[config.mk]
export PLATFORM = sky130hd
export DESIGN_NAME = chk_lock_ctrl
export DESIGN_NICKNAME = d
export VERILOG_FILES = /design/src/rtl/pcs25g_chk_defs.sv /design/src/rtl/chk_sat_cnt.sv /design/src/rtl/chk_lock_ctrl.sv
export SDC_FILE = /design/constraint.sdc
export NUM_CORES = 1
export LEC_CHECK = 0
export CORE_AREA = 5 5 94 118
export DETAILED_ROUTE_END_ITERATION = 7
export DIE_AREA = 0 0 99 123
export DONT_BUFFER_PORTS = 1
export RECOVER_POWER = 100
export SLEW_MARGIN = 10
export SYNTH_ARGS = -nofsm -noshare
export SYNTH_HDL_FRONTEND = slang
export SYNTH_SLANG_ARGS = --single-unit
[constraint.sdc]
create_clock -name clk -period 4 [get_ports clk]
set_clock_uncertainty 0.1 [all_clocks]
set_input_delay 0.4 -clock clk [delete_from_list [all_inputs] [get_ports clk]]
set_output_delay 0.4 -clock clk [all_outputs]
set_load 0.1 [all_outputs]
[src/rtl/pcs25g_chk_defs.sv]
// Shared definitions for the pcs25g decoder checker: lock-FSM state encodings
// and default parameter values.
package pcs25g_chk_defs;

    typedef enum logic [1:0] {
        CHK_IDLE   = 2'd0,
        CHK_SEARCH = 2'd1,
        CHK_LOCKED = 2'd2,
        CHK_FAIL   = 2'd3
    } chk_state_e;

    localparam int DEF_LOCK_CNT = 16;
    localparam int DEF_LOSS_CNT = 4;
    localparam int DEF_WIN_LEN  = 64;
    localparam int DEF_TMO      = 1024;
    localparam int DEF_ERRW     = 16;

endpackage

[src/rtl/chk_sat_cnt.sv]
// Saturating event counter with synchronous clear; clear beats increment.
module chk_sat_cnt #(
    parameter int W = 16
) (
    input  logic         clk,
    input  logic         reset_n,
    input  logic         inc_i,
    input  logic         clr_i,
    output logic [W-1:0] cnt_o
);

    logic [W-1:0] cnt_q, cnt_d;

    always_comb begin
        cnt_d = cnt_q;
        if (clr_i)
            cnt_d = '0;
        else if (inc_i && (cnt_q != {W{1'b1}}))
            cnt_d = cnt_q + W'(1);
    end

    always_ff @(posedge clk or negedge reset_n) begin
        if (!reset_n) cnt_q <= '0;
        else          cnt_q <= cnt_d;
    end

    assign cnt_o = cnt_q;

endmodule

[src/rtl/chk_lock_ctrl.sv]
// Lock sequencer for the pcs25g checker: IDLE -> SEARCH -> LOCKED, FAIL on
// search timeout, with windowed loss-of-lock detection and sticky statistics.
module chk_lock_ctrl
    import pcs25g_chk_defs::*;
#(
    parameter int LOCK_CNT = DEF_LOCK_CNT,
    parameter int LOSS_CNT = DEF_LOSS_CNT,
    parameter int WIN_LEN  = DEF_WIN_LEN,
    parameter int TMO      = DEF_TMO,
    parameter int ERRW     = DEF_ERRW
) (
    input  logic            clk,
    input  logic            reset_n,
    input  logic            start,
    input  logic            clr_cnt,
    input  logic            in_valid,
    input  logic            in_sync,
    input  logic            correct,
    output logic            chk_en,
    output logic [1:0]      state,
    output logic            locked,
    output logic [ERRW-1:0] err_cnt,
    output logic [ERRW-1:0] loss_cnt,
    output logic            timeout
);

    localparam int RUN_W = $clog2(LOCK_CNT + 1);
    localparam int TMO_W = $clog2(TMO + 1);
    localparam int WIN_W = $clog2(WIN_LEN + 1);
    localparam int WE_W  = $clog2(LOSS_CNT + 1);

    localparam logic [RUN_W-1:0] RUN_LAST = RUN_W'(LOCK_CNT - 1);
    localparam logic [TMO_W-1:0] TMO_LAST = TMO_W'(TMO - 1);
    localparam logic [WIN_W-1:0] WIN_LAST = WIN_W'(WIN_LEN - 1);
    localparam logic [WE_W-1:0]  WE_LAST  = WE_W'(LOSS_CNT - 1);

    chk_state_e       state_q;
    logic             chk_en_q, locked_q, timeout_q;
    logic [RUN_W-1:0] run_q;
    logic [TMO_W-1:0] tmo_q;
    logic [WIN_W-1:0] win_q;
    logic [WE_W-1:0]  werr_q;

    logic good, bad, lock_hit, tmo_hit, err_inc, loss_hit, fail_set;

    // in_sync is already folded into the checker's verdict on correct
    logic unused_in_sync;
    assign unused_in_sync = in_sync;

    assign good     = in_valid & correct;
    assign bad      = in_valid & ~correct;
    assign lock_hit = good & (run_q == RUN_LAST);
    assign tmo_hit  = (tmo_q == TMO_LAST);
    assign err_inc  = start & (state_q == CHK_LOCKED) & bad;
    assign loss_hit = err_inc & (werr_q == WE_LAST);
    assign fail_set = start & (state_q == CHK_SEARCH) & tmo_hit & ~lock_hit;

    always_ff @(posedge clk or negedge reset_n) begin
        if (!reset_n) begin
            state_q  <= CHK_IDLE;
            chk_en_q <= 1'b0;
            locked_q <= 1'b0;
            run_q    <= '0;
            tmo_q    <= '0;
            win_q    <= '0;
            werr_q   <= '0;
        end else if (!start) begin
            state_q  <= CHK_IDLE;
            chk_en_q <= 1'b0;
            locked_q <= 1'b0;
            run_q    <= '0;
            tmo_q    <= '0;
            win_q    <= '0;
            werr_q   <= '0;
        end else begin
            case (state_q)
                CHK_IDLE: begin
                    state_q  <= CHK_SEARCH;
                    chk_en_q <= 1'b1;
                end
                CHK_SEARCH: begin
                    tmo_q <= tmo_q + TMO_W'(1);
                    if (good)     run_q <= run_q + RUN_W'(1);
                    else if (bad) run_q <= '0;
                    // lock beats a timeout landing on the same cycle
                    if (lock_hit) begin
                        state_q  <= CHK_LOCKED;
                        locked_q <= 1'b1;
                        run_q    <= '0;
                        tmo_q    <= '0;
                        win_q    <= '0;
                        werr_q   <= '0;
                    end else if (tmo_hit) begin
                        state_q  <= CHK_FAIL;
                        chk_en_q <= 1'b0;
                        run_q    <= '0;
                        tmo_q    <= '0;
                    end
                end
                CHK_LOCKED: begin
                    if (in_valid) begin
                        if (loss_hit) begin
                            state_q  <= CHK_SEARCH;
                            locked_q <= 1'b0;
                            run_q    <= '0;
                            tmo_q    <= '0;
                            win_q    <= '0;
                            werr_q   <= '0;
                        end else if (win_q == WIN_LAST) begin
                            win_q  <= '0;
                            werr_q <= '0;
                        end else begin
                            win_q <= win_q + WIN_W'(1);
                            if (bad) werr_q <= werr_q + WE_W'(1);
                        end
                    end
                end
                default: ;
            endcase
        end
    end

    always_ff @(posedge clk or negedge reset_n) begin
        if (!reset_n)      timeout_q <= 1'b0;
        else if (clr_cnt)  timeout_q <= 1'b0;
        else if (fail_set) timeout_q <= 1'b1;
    end

    chk_sat_cnt #(.W(ERRW)) u_err_cnt (
        .clk     (clk),
        .reset_n (reset_n),
        .inc_i   (err_inc),
        .clr_i   (clr_cnt),
        .cnt_o   (err_cnt)
    );

    chk_sat_cnt #(.W(ERRW)) u_loss_cnt (
        .clk     (clk),
        .reset_n (reset_n),
        .inc_i   (loss_hit),
        .clr_i   (clr_cnt),
        .cnt_o   (loss_cnt)
    );

    assign chk_en  = chk_en_q;
    assign state   = state_q;
    assign locked  = locked_q;
    assign timeout = timeout_q;

endmodule

==> results.txt, run 1 <==
Status: finished, violations left
Failing checks: max-capacitance violations, max-slew violations
Crit Path Class: register to register
Antenna violations before repair: 0
IO Port Bufs: 0
DP HPWL: 5940 um
Die height: 123 um
Initial Util: 36.6%
Synthesized Nets: 403
Setup total negative slack: 0 ns
CP top delay family: buffers and inverters
CTS tree: done
Synthesis-to-finish area growth: 11.4%
Core area: 9900 um2
Slowest-stage cell, CP: clkbuf_1
DRC viols: 0
Total GRT Usage: 14.6%
Final Hold Vio Count: 0
Crit path largest cell delay: 0.98 ns
WP depth: 7
R2R setup slack: 0.74 ns
CP Cell Sequence: clkbuf_1 > ha_1 > nand4_1 > nor4b_1 > clkbuf_1 > nor4_1 > mux2_2
Crit-path max FO: 15
# Max-Cap Violations: 1
Synthesized cell area: 3620 um2
Vias in the first global route: 3100
Setup Buffers After CTS: 0
Grt total ovfl: 0
CTS Sinks: 63
Placed Instance Area: 3810 um2
Routed vias/inst: 6.10
IO Count: 44
Top FF cell, synth: dfrtp_1
Die Span X: 99 um
Antenna-violating nets left: 0
Post-synth EDFFs: 0
Post-synthesis cell type count: 51
Fraction of the yosys area taken by sequential cells: 43.5%
Routed length per placed instance: 16.4 um
Async S/R FF share, synth: 100%
Worst EP required: 4.11 ns
CTS resizes: 0
Worst setup path endpoint: u_err_cnt.cnt_o[7]
Synthesized area per cell: 9.34 um2
Leak Pwr: 0.00159 uW
Largest net degree at the start of global routing: 64
DRT Wirelength: 8660 um
CTS Buf Count: 9
Max Root-Sink Buffers: 2
Peak supply drop: 0.000236 V
R2R Path Start: u_err_cnt.cnt_o[0]
FF-to-FF path depth: 7
Top post-synthesis cells by area: dfrtp_1 (44%), o31ai_1 (3.9%), a21oi_1 (3.9%)
Routability cong.: 0.825
Relative max-transition margin: -7.74%
Post-route minimum period: 3.26 ns
RSZ-0062 raised after global routing: no
Global-route wire length before repair: 14800 um
Synth area leader: dfrtp_1
Ys Warns: 0
Worst-path clk slew: 0.05 ns
Fraction of layout cells with a size suffix above 1: 7.02%
Mapped Cells: 388
Worst Tran Pin Value: 1.62 ns
Die area: 12200 um2
Total number of vias: 3222
Area fraction of the dominant cell type after synthesis: 43.5%
Crit start category: register
WP buf/inv: 2
Cell Rows: 41
WP data arrival: 3.37 ns
Seq cells post-synth: 63
Clock tree root driver cell: clkbuf_16
Pwr dens: 362 nW/um2
Fmax: 0.307 GHz
Post-route cell area: 4040 um2
Fillers: 991
Max-slew violation total from the final report: 64
H-tree levels: 3
Most frequent CP cell: clkbuf_1
N_diodes: 0
Worst-skew pair later-pin latency: 0.32 ns
Final core occ: 40.8%
First-pass iteration count of the detailed router: 4
HP Class: input port to register
Setup Viol. Count Final: 0
Nets: 412
1st-iter DRT viols: 145
Worst Setup End Kind: register
Critical path origin: u_err_cnt.cnt_o[0]
Tcrit/Tclk final: 81.5%
Reg-to-reg critical path endpoint: u_err_cnt.cnt_o[7]
## registers in the layout (all words and copies together), names as in the netlist
register and count:
run_q 5, u_loss_cnt.cnt_o 16, state 2, u_err_cnt.cnt_o 16
werr_q 3, locked 1, chk_en 1, timeout 1
tmo_q 11, win_q 7
## how the worst min path moves through the flow
| stage | from | to | cells past startpoint |
|---|---|---|---|
| floorplan | reset_n | chk_en | 0 |
| CTS | clr_cnt | u_err_cnt.cnt_o[5] | 1 |
| global route | clr_cnt | u_loss_cnt.cnt_o[9] | 1 |
| finish | clr_cnt | u_err_cnt.cnt_o[5] | 1 |
| global placement | reset_n | u_err_cnt.cnt_o[0] | 0 |
| detailed placement | reset_n | u_err_cnt.cnt_o[0] | 0 |
## cells in the final DEF, fill, tap and decap left out, drive strengths merged, types with 8 or more instances in the layout
| master | count |
|---|---|
| nor2 | 19 |
| or3 | 9 |
| and3 | 10 |
| o31ai | 19 |
| nor2b | 9 |
| inv | 12 |
| or4 | 18 |
| nand4 | 22 |
| dfrtp | 63 |
| nand3 | 25 |
| ha | 8 |
| nor3 | 13 |
| clkbuf | 24 |
| nor4 | 10 |
| nand2 | 21 |
| o21ai | 20 |
| mux2 | 10 |
| a21oi | 28 |
## layout make-up
type | instances | area, um2 | share of cell area, %
Clock buffer | 12 | 267 | 6.60
Clock inverter | 1 | 5.00 | 0.124
Inverter | 12 | 45.0 | 1.12
Multi-Input combinational cell | 297 | 1920 | 47.5
Sequential cell | 63 | 1580 | 39.1
Tap cell | 129 | 161 | 4.00
Timing Repair Buffer | 14 | 63.8 | 1.58
## report_power, final
part,internal [uW],switching [uW],leakage (uW)
registers,646,20.0,0.000873
logic,22.7,53.0,0.000577
clock network,458,262,0.000136
## metal layers
metal	vias to the layer above	GRT usage (%)	share of wire, %
li1	1539	-	-
met1	1595	18.2	44
met2	75	24.1	47
met3	13	4.18	6.7
met4	0	5.64	1.9
met5	-	0	0
## metrics by stage
| stage | setup WS [ns] | hold WS (ns) | power, uW | std cells |
|---|---|---|---|---|
| floorplan | 1.33 | 0.00441 | 734 | 388 |
| CTS | 1.11 | 0.0304 | 1480 | 528 |
| global placement | 1.15 | 0.00606 | 739 | 513 |
| detailed placement | 1.11 | 0.00620 | 741 | 513 |
| global route | 0.534 | 0.0308 | 1510 | 528 |
| finish | 0.739 | 0.0348 | 1460 | 528 |
## repair_timing
item / CTS / global route
hold endpoints to repair: 63 / 0
hold buffers: 2 / 0
setup endpoints to repair: 0 / 0
## cell usage after synthesis, types with 2 or more instances
| library cell | instances |
|---|---|
| a211o_1 | 2 |
| a21o_1 | 2 |
| a21oi_1 | 28 |
| a22o_1 | 3 |
| a22oi_1 | 2 |
| a31oi_1 | 2 |
| a32oi_1 | 3 |
| and3_1 | 10 |
| and3b_1 | 2 |
| and4_1 | 4 |
| buf_2 | 4 |
| clkbuf_1 | 11 |
| dfrtp_1 | 63 |
| ha_1 | 8 |
| inv_1 | 12 |
| mux2_2 | 10 |
| mux2i_1 | 3 |
| nand2_1 | 21 |
| nand2b_1 | 4 |
| nand3_1 | 25 |
| nand3b_1 | 2 |
| nand3b_4 | 2 |
| nand4_1 | 22 |
| nor2_1 | 19 |
| nor2b_1 | 9 |
| nor3_1 | 13 |
| nor4_1 | 10 |
| o211ai_1 | 3 |
| o21ai_0 | 18 |
| o21ai_1 | 2 |
| o22ai_1 | 2 |
| o2bb2ai_1 | 4 |
| o31ai_1 | 19 |
| o32ai_1 | 2 |
| or3_1 | 9 |
| or4_1 | 18 |
## cells by family after synthesis
kind of cell,synth area share (%)
and+or+nand+nor,28.9
buffers and inverters,3.04
adders and majority gates,2.76
muxes,3.94
DFF,43.5
AOI/OAI and AO/OA,17.9
Power figures use the tool's default switching activity.
==> inputs of run 2 (changes only) <==
==> constraint.sdc (replaced) <==
create_clock -name clk -period 2.8 [get_ports clk]
set_clock_uncertainty 0.1 [all_clocks]
set_input_delay 0.28 -clock clk [delete_from_list [all_inputs] [get_ports clk]]
set_output_delay 0.28 -clock clk [all_outputs]
set_load 0.1 [all_outputs]
==> run 2 against run 1 <==
Maximum frequency rose by 30%. Die area did not move. The run still ends with max-capacitance violations, max-slew violations left. Largest cell class unchanged. First-iteration DRC count fell by 10%. Critical path type unchanged.
==> results.txt, run 2 (synthesized netlist as in run 1, its figures left out) <==
Fraction of layout cells with a size suffix above 1: 8.26% (+1.2 points)
Vias in the first global route: 3215 (+3.7%)
Flop pwr share: 46.6% (+1.0 points)
Routed length per placed instance: 16.0 um (-2.2%)
Die height: 123 um (unchanged)
Combinational Power Share: 6.5% (+1.3 points)
Worst EP required: 2.93 ns (-1.18 ns)
H-tree levels: 3 (unchanged)
First-pass iteration count of the detailed router: 4 (unchanged)
Total GRT Usage: 15.0% (+0.36 points)
CTS Sinks: 63 (unchanged)
Footprint of the multi-input gates: 1920 um2 (unchanged)
Worst Setup End Kind: register
Antenna-violating nets left: 0 (unchanged)
Sw power: 482 uW (+44%)
Setup total negative slack: 0 ns (unchanged)
Max-slew violation total from the final report: 64 (unchanged)
Total number of vias: 3345 (+3.8%)
CTS Buf Count: 9 (unchanged)
Crit-path max FO: 6 (-9)
Crit Path Class: register to register
Setup Viol. Count Final: 0 (unchanged)
Failing checks: max-capacitance violations, max-slew violations
Post-route minimum period: 2.51 ns (-0.752 ns)
Commonest non-fill, non-tap cell in the layout: dfrtp_1
1st-iter DRT viols: 130 (-10%)
CTS tree: done
Die Span X: 99 um (unchanged)
Worst Tran Pin Value: 1.59 ns (-0.0301 ns)
RSZ-0062 raised after global routing: no
IO Count: 44 (unchanged)
Finished Layout Cells: 565 (+7.0%)
Synthesis-to-finish area growth: 15.8%
DRC viols: 0 (unchanged)
Fmax: 0.399 GHz (+30%)
Die area: 12200 um2 (unchanged)
Status: finished, violations left
Crit start category: register
Largest net degree at the start of global routing: 64 (unchanged)
Core area: 9900 um2 (unchanged)
Antenna violations before repair: 0 (unchanged)
Worst-path clk slew: 0.05 ns (about the same)
Peak supply drop: 0.000256 V (+8.7%)
WP data arrival: 2.64 ns (-0.73 ns)
Global-route wire length before repair: 14800 um (+0.51%)
DRT Wirelength: 9060 um (+4.6%)
Final Hold Vio Count: 0 (unchanged)
Relative max-transition margin: -5.74% (+2.0 points)
IO Port Bufs: 0 (unchanged)
Grt total ovfl: 0 (unchanged)
# Max-Cap Violations: 1 (unchanged)
Fillers: 998 (+0.71%)
Nets: 448 (+8.7%)
CTS resizes: 0 (unchanged)
Routed vias/inst: 5.92 (-3.0%)
Leak Pwr: 0.00166 uW (+4.5%)
Setup Buffers After CTS: 0 (unchanged)
Max Root-Sink Buffers: 2 (unchanged)
Worst-skew pair later-pin latency: 0.32 ns (about the same)
Placed cells: 547 (+6.6%)
Routability cong.: 0.826 (about the same)
Tcrit/Tclk final: 89.6% (+8.1 points)
Initial Util: 36.6% (unchanged)
DP HPWL: 6220 um (+4.8%)
Post-CTS Hold Fix Bufs: 4 (+2)
Sequential Area: 1580 um2 (unchanged)
Internal power: 1550 uW (+37%)
Pwr dens: 484 nW/um2 (+34%)
Cell Rows: 41 (unchanged)
Clock tree root driver cell: clkbuf_16
HP Class: input port to register
Clock Power Share: 46.9% (-2.3 points)
N_diodes: 0 (unchanged)
Most frequent cells in the layout: dfrtp_1 (63), clkbuf_1 (38), a21oi_1 (28), nand3_1 (25), nand4_1 (22)
Sw Share: 23.7% (+0.83 points)
==> run 2: changes by cell type in the layout (fill, tap and decap cells not counted) <==
cell and delta:
clkbuf_1 +27, buf_4 +10, clkbuf_8 -3, dlygate4sd3_1 +2
clkinv_2 +1
==> run 2: worst paths after layout <==
check | startpoint | endpoint | slack, ns | depth (start not counted)
worst min register to register | run_q[0] | run_q[0] | 0.40 | 1
max in group asynchronous | reset_n | u_loss_cnt.cnt_o[5] | 0.84 | 2
worst max-delay path | u_err_cnt.cnt_o[12] | u_err_cnt.cnt_o[14] | 0.29 | 4
min in group asynchronous | reset_n | u_err_cnt.cnt_o[1] | 0.81 | 2
worst max register to register | u_err_cnt.cnt_o[12] | u_err_cnt.cnt_o[14] | 0.29 | 4
worst min-delay path | start | win_q[1] | 0.02 | 2
==> run 2: final cells by class <==
class                           count  share of cell area (%)
Clock buffer                       12                    5.64
Timing Repair Buffer               50                    5.93
Inverter                           12                    1.07
Sequential cell                    63                    37.6
Multi-Input combinational cell    297                    45.7
Tap cell                          129                    3.85
Clock inverter                      2                   0.239
==> run 2: power by group through the flow <==
| stage | sequential (uW) | combinational (uW) | clock, uW |
|---|---|---|---|
| 2_1_floorplan | 974 | 74.0 | 0 |
| 3_3_place_gp | 960 | 104 | 0 |
| 3_5_place_dp | 960 | 107 | 0 |
| 4_1_cts | 945 | 141 | 981 |
| 5_1_grt | 947 | 146 | 1030 |
| 6_report | 946 | 132 | 953 |
==> run 2: worst max-delay path, stage by stage, from the launching register on <==
cell and delay, ns:
dfrtp_1 0.34, clkbuf_1 1.01, nand3_1 0.25, or4_1 0.58
a21oi_1 0.15
==> run 2: stage by stage <==
step	area [um2]	hold WS [ns]	power (uW)	worst slack [ns]	util (%)
after floorplan	3620	-0.116	1050	0.133	-
after global routing	4200	0.0277	2120	0.174	42.4
after CTS	4370	0.0157	2070	0.454	44.1
after global placement	4070	-0.114	1060	0.535	41.1
final	4200	0.0197	2030	0.291	42.4
after detailed placement	4070	-0.114	1070	0.480	41.1
==> run 2: metal layers <==
metal | global-route usage (%) | vias up | part of all wire (%)
met5 | 0 | - | 0
met1 | 18.2 | 1657 | 46
met2 | 25.6 | 69 | 48
li1 | - | 1604 | -
met3 | 3.44 | 15 | 4.8
met4 | 5.98 | 0 | 1.4
==> inputs of run 3 (changes only) <==
--- a/config.mk
+++ b/config.mk
@@ -5,12 +5,14 @@
 export SDC_FILE = /design/constraint.sdc
 export NUM_CORES = 1
 export LEC_CHECK = 0
-export CORE_AREA = 5 5 94 118
+export CORE_AREA = 5 5 104 106
+export CTS_CLUSTER_DIAMETER = 100
 export DETAILED_ROUTE_END_ITERATION = 7
-export DIE_AREA = 0 0 99 123
+export DIE_AREA = 0 0 109 111
 export DONT_BUFFER_PORTS = 1
 export RECOVER_POWER = 100
 export SLEW_MARGIN = 10
 export SYNTH_ARGS = -nofsm -noshare
 export SYNTH_HDL_FRONTEND = slang
 export SYNTH_SLANG_ARGS = --single-unit
+export TNS_END_PERCENT = 30
==> run 3 against run 2 <==
Critical path type unchanged. Maximum frequency increased by 0.76%. Cell area down 1.1%. Clock power decreased by 28%. Largest power group is now registers. Combinational power hardly changed. Wire length is 2.8% higher. Sequential share of layout area rose by 0.41 points. Cell count up 1.1%. Critical path depth is the same. Die area is 0.64% lower. The flow still finishes with violations (max-capacitance violations, max-slew violations). Register-to-register slack better by 0.02 ns. First-iteration DRC count is 22% higher.
==> results.txt, run 3 (synthesized netlist as in run 1, its figures left out) <==
Status: finished, violations left
Failing checks: max-capacitance violations, max-slew violations
Worst-skew pair later-pin latency: 0.34 ns (+0.02 ns)
Crit-path max FO: 6 (unchanged)
Commonest non-fill, non-tap cell in the layout: dfrtp_1
Worst-path clk slew: 0.07 ns (+0.02 ns)
Routed vias/inst: 5.79 (-2.2%)
DRT Wirelength: 9310 um (+2.8%)
R2R Path Start: u_loss_cnt.cnt_o[8]
Synthesis-to-finish area growth: 14.6%
Peak supply drop: 0.000192 V (-25%)
Total number of vias: 3306 (-1.2%)
N_diodes: 0 (unchanged)
Nets: 449 (+0.22%)
Final Hold Vio Count: 0 (unchanged)
CTS Sinks: 63 (unchanged)
Crit Path Class: register to register
Placed Instance Area: 4070 um2 (+0.12%)
Crit start category: register
Antenna-violating nets left: 0 (unchanged)
Fmax: 0.402 GHz (+0.76%)
Global-route wire length before repair: 15800 um (+6.7%)
Routed length per placed instance: 16.3 um (+1.7%)
Die area: 12100 um2 (-0.64%)
Largest net degree at the start of global routing: 64 (unchanged)
CP Cell Sequence: clkbuf_1 > nand3_1 > or4_1 > a21oi_1
Grt total ovfl: 0 (unchanged)
R2R setup slack: 0.31 ns (+0.02 ns)
WP depth: 4 (unchanged)
HP Class: input port to register
Core area: 9680 um2 (-2.2%)
1st-iter DRT viols: 159 (+22%)
Worst Setup End Kind: register
Antenna violations before repair: 0 (unchanged)
CTS resizes: 0 (unchanged)
Total GRT Usage: 16.1% (+1.1 points)
Fraction of layout cells with a size suffix above 1: 9.82% (+1.6 points)
IO Count: 44 (unchanged)
Worst setup path endpoint: u_loss_cnt.cnt_o[11]
FF-to-FF path depth: 4 (unchanged)
Pwr dens: 426 nW/um2 (-12%)
CTS Buf Count: 9 (unchanged)
Clock tree root driver cell: clkbuf_8
IO Port Bufs: 0 (unchanged)
Finished Layout Cells: 571 (+1.1%)
Placed cells: 551 (+0.73%)
Leak Pwr: 0.00165 uW (-0.55%)
Design Power: 1770 uW (-13%)
Setup total negative slack: 0 ns (unchanged)
Vias in the first global route: 3228 (+0.40%)
Final Hold Slack: 0.0409 ns (+0.0212 ns)
Max-slew violation total from the final report: 64 (unchanged)
First-pass iteration count of the detailed router: 4 (unchanged)
Max Root-Sink Buffers: 2 (unchanged)
Initial Util: 37.4% (+0.82 points)
Die Span X: 109 um (+10%)
Worst Tran Pin Value: 1.62 ns (+0.0321 ns)
# Max-Cap Violations: 1 (unchanged)
WP buf/inv: 1 (unchanged)
Post-route cell area: 4150 um2 (-1.1%)
Die height: 111 um (-9.8%)
Most frequent cells in the layout: dfrtp_1 (63), clkbuf_1 (35), a21oi_1 (28), nand3_1 (25), nand4_1 (22)
CTS tree: done
DP HPWL: 6310 um (+1.4%)
Routability cong.: 0.805 (-2.6%)
Relative max-transition margin: -7.88% (-2.1 points)
H-tree levels: 3 (unchanged)
Critical path origin: u_loss_cnt.cnt_o[8]
Post-route minimum period: 2.49 ns (-0.0190 ns)
Post-CTS Hold Fix Bufs: 4 (unchanged)
Slowest-stage cell, CP: clkbuf_1
Cell Rows: 36 (-12%)
Setup Buffers After CTS: 0 (unchanged)
CP top delay family: buffers and inverters
Worst hold stages: 2 (unchanged)
Crit path largest cell delay: 0.99 ns (-0.02 ns)
Worst EP required: 2.96 ns (+0.03 ns)
WP data arrival: 2.65 ns (about the same)
RSZ-0062 raised after global routing: no
Tcrit/Tclk final: 88.9% (-0.68 points)
Setup Viol. Count Final: 0 (unchanged)
Reg-to-reg critical path endpoint: u_loss_cnt.cnt_o[11]
DRC viols: 0 (unchanged)
run 3: cell types whose count changed in the layout (fill, tap and decap cells not counted):
cell / before / now
mux2_2: 9 / 10
mux2_1: 1 / 0
clkbuf_8: 0 / 10
dlygate4sd3_1: 3 / 4
clkinvlp_4: 0 / 1
nor4b_2: 0 / 1
nand3b_1: 3 / 2
buf_4: 11 / 12
clkbuf_1: 38 / 35
clkbuf_16: 9 / 0
nor4b_1: 2 / 1
nand3b_4: 1 / 2
clkinv_2: 2 / 3
run 3: cell type report:
class,instances,area [um2]
clock buffers,11,141
clock inverters,4,22.5
fillers,985,5530
inverters,12,45.0
multi-input cells,297,1940
flip-flops and latches,63,1580
well taps,133,166
repair buffers,51,263
run 3: worst min path at each step:
stage | start | endpoint | slack [ns]
2_1_floorplan | reset_n | chk_en | -0.12
3_3_place_gp | reset_n | u_err_cnt.cnt_o[14] | -0.11
3_5_place_dp | reset_n | u_err_cnt.cnt_o[7] | -0.11
4_1_cts | start | win_q[6] | 0.01
5_1_grt | start | win_q[2] | 0.03
6_report | start | win_q[3] | 0.04
run 3: through the flow:
step	worst slack, ns	util (%)
after global placement	0.534	42.0
final	0.310	42.9
after CTS	0.421	44.3
after floorplan	0.133	-
after global routing	0.187	42.9
after detailed placement	0.464	42.0
run 3: per-layer routing:
| layer | track usage, % | routed length (um) |
|---|---|---|
| met1 | 20.7 | 4300 |
| met2 | 25.5 | 4420 |
| met3 | 5.77 | 504 |
| met4 | 3.87 | 95 |
| met5 | 0 | 0 |
run 3: power by group:
group / leakage, uW / switching, uW / total (uW) / internal [uW]
registers: 0.000873 / 26.1 / 947 / 921
logic: 0.000691 / 91.5 / 131 / 39.8
clock network: 0.0000850 / 352 / 688 / 336
total: 0.00165 / 470 / 1770 / 1300
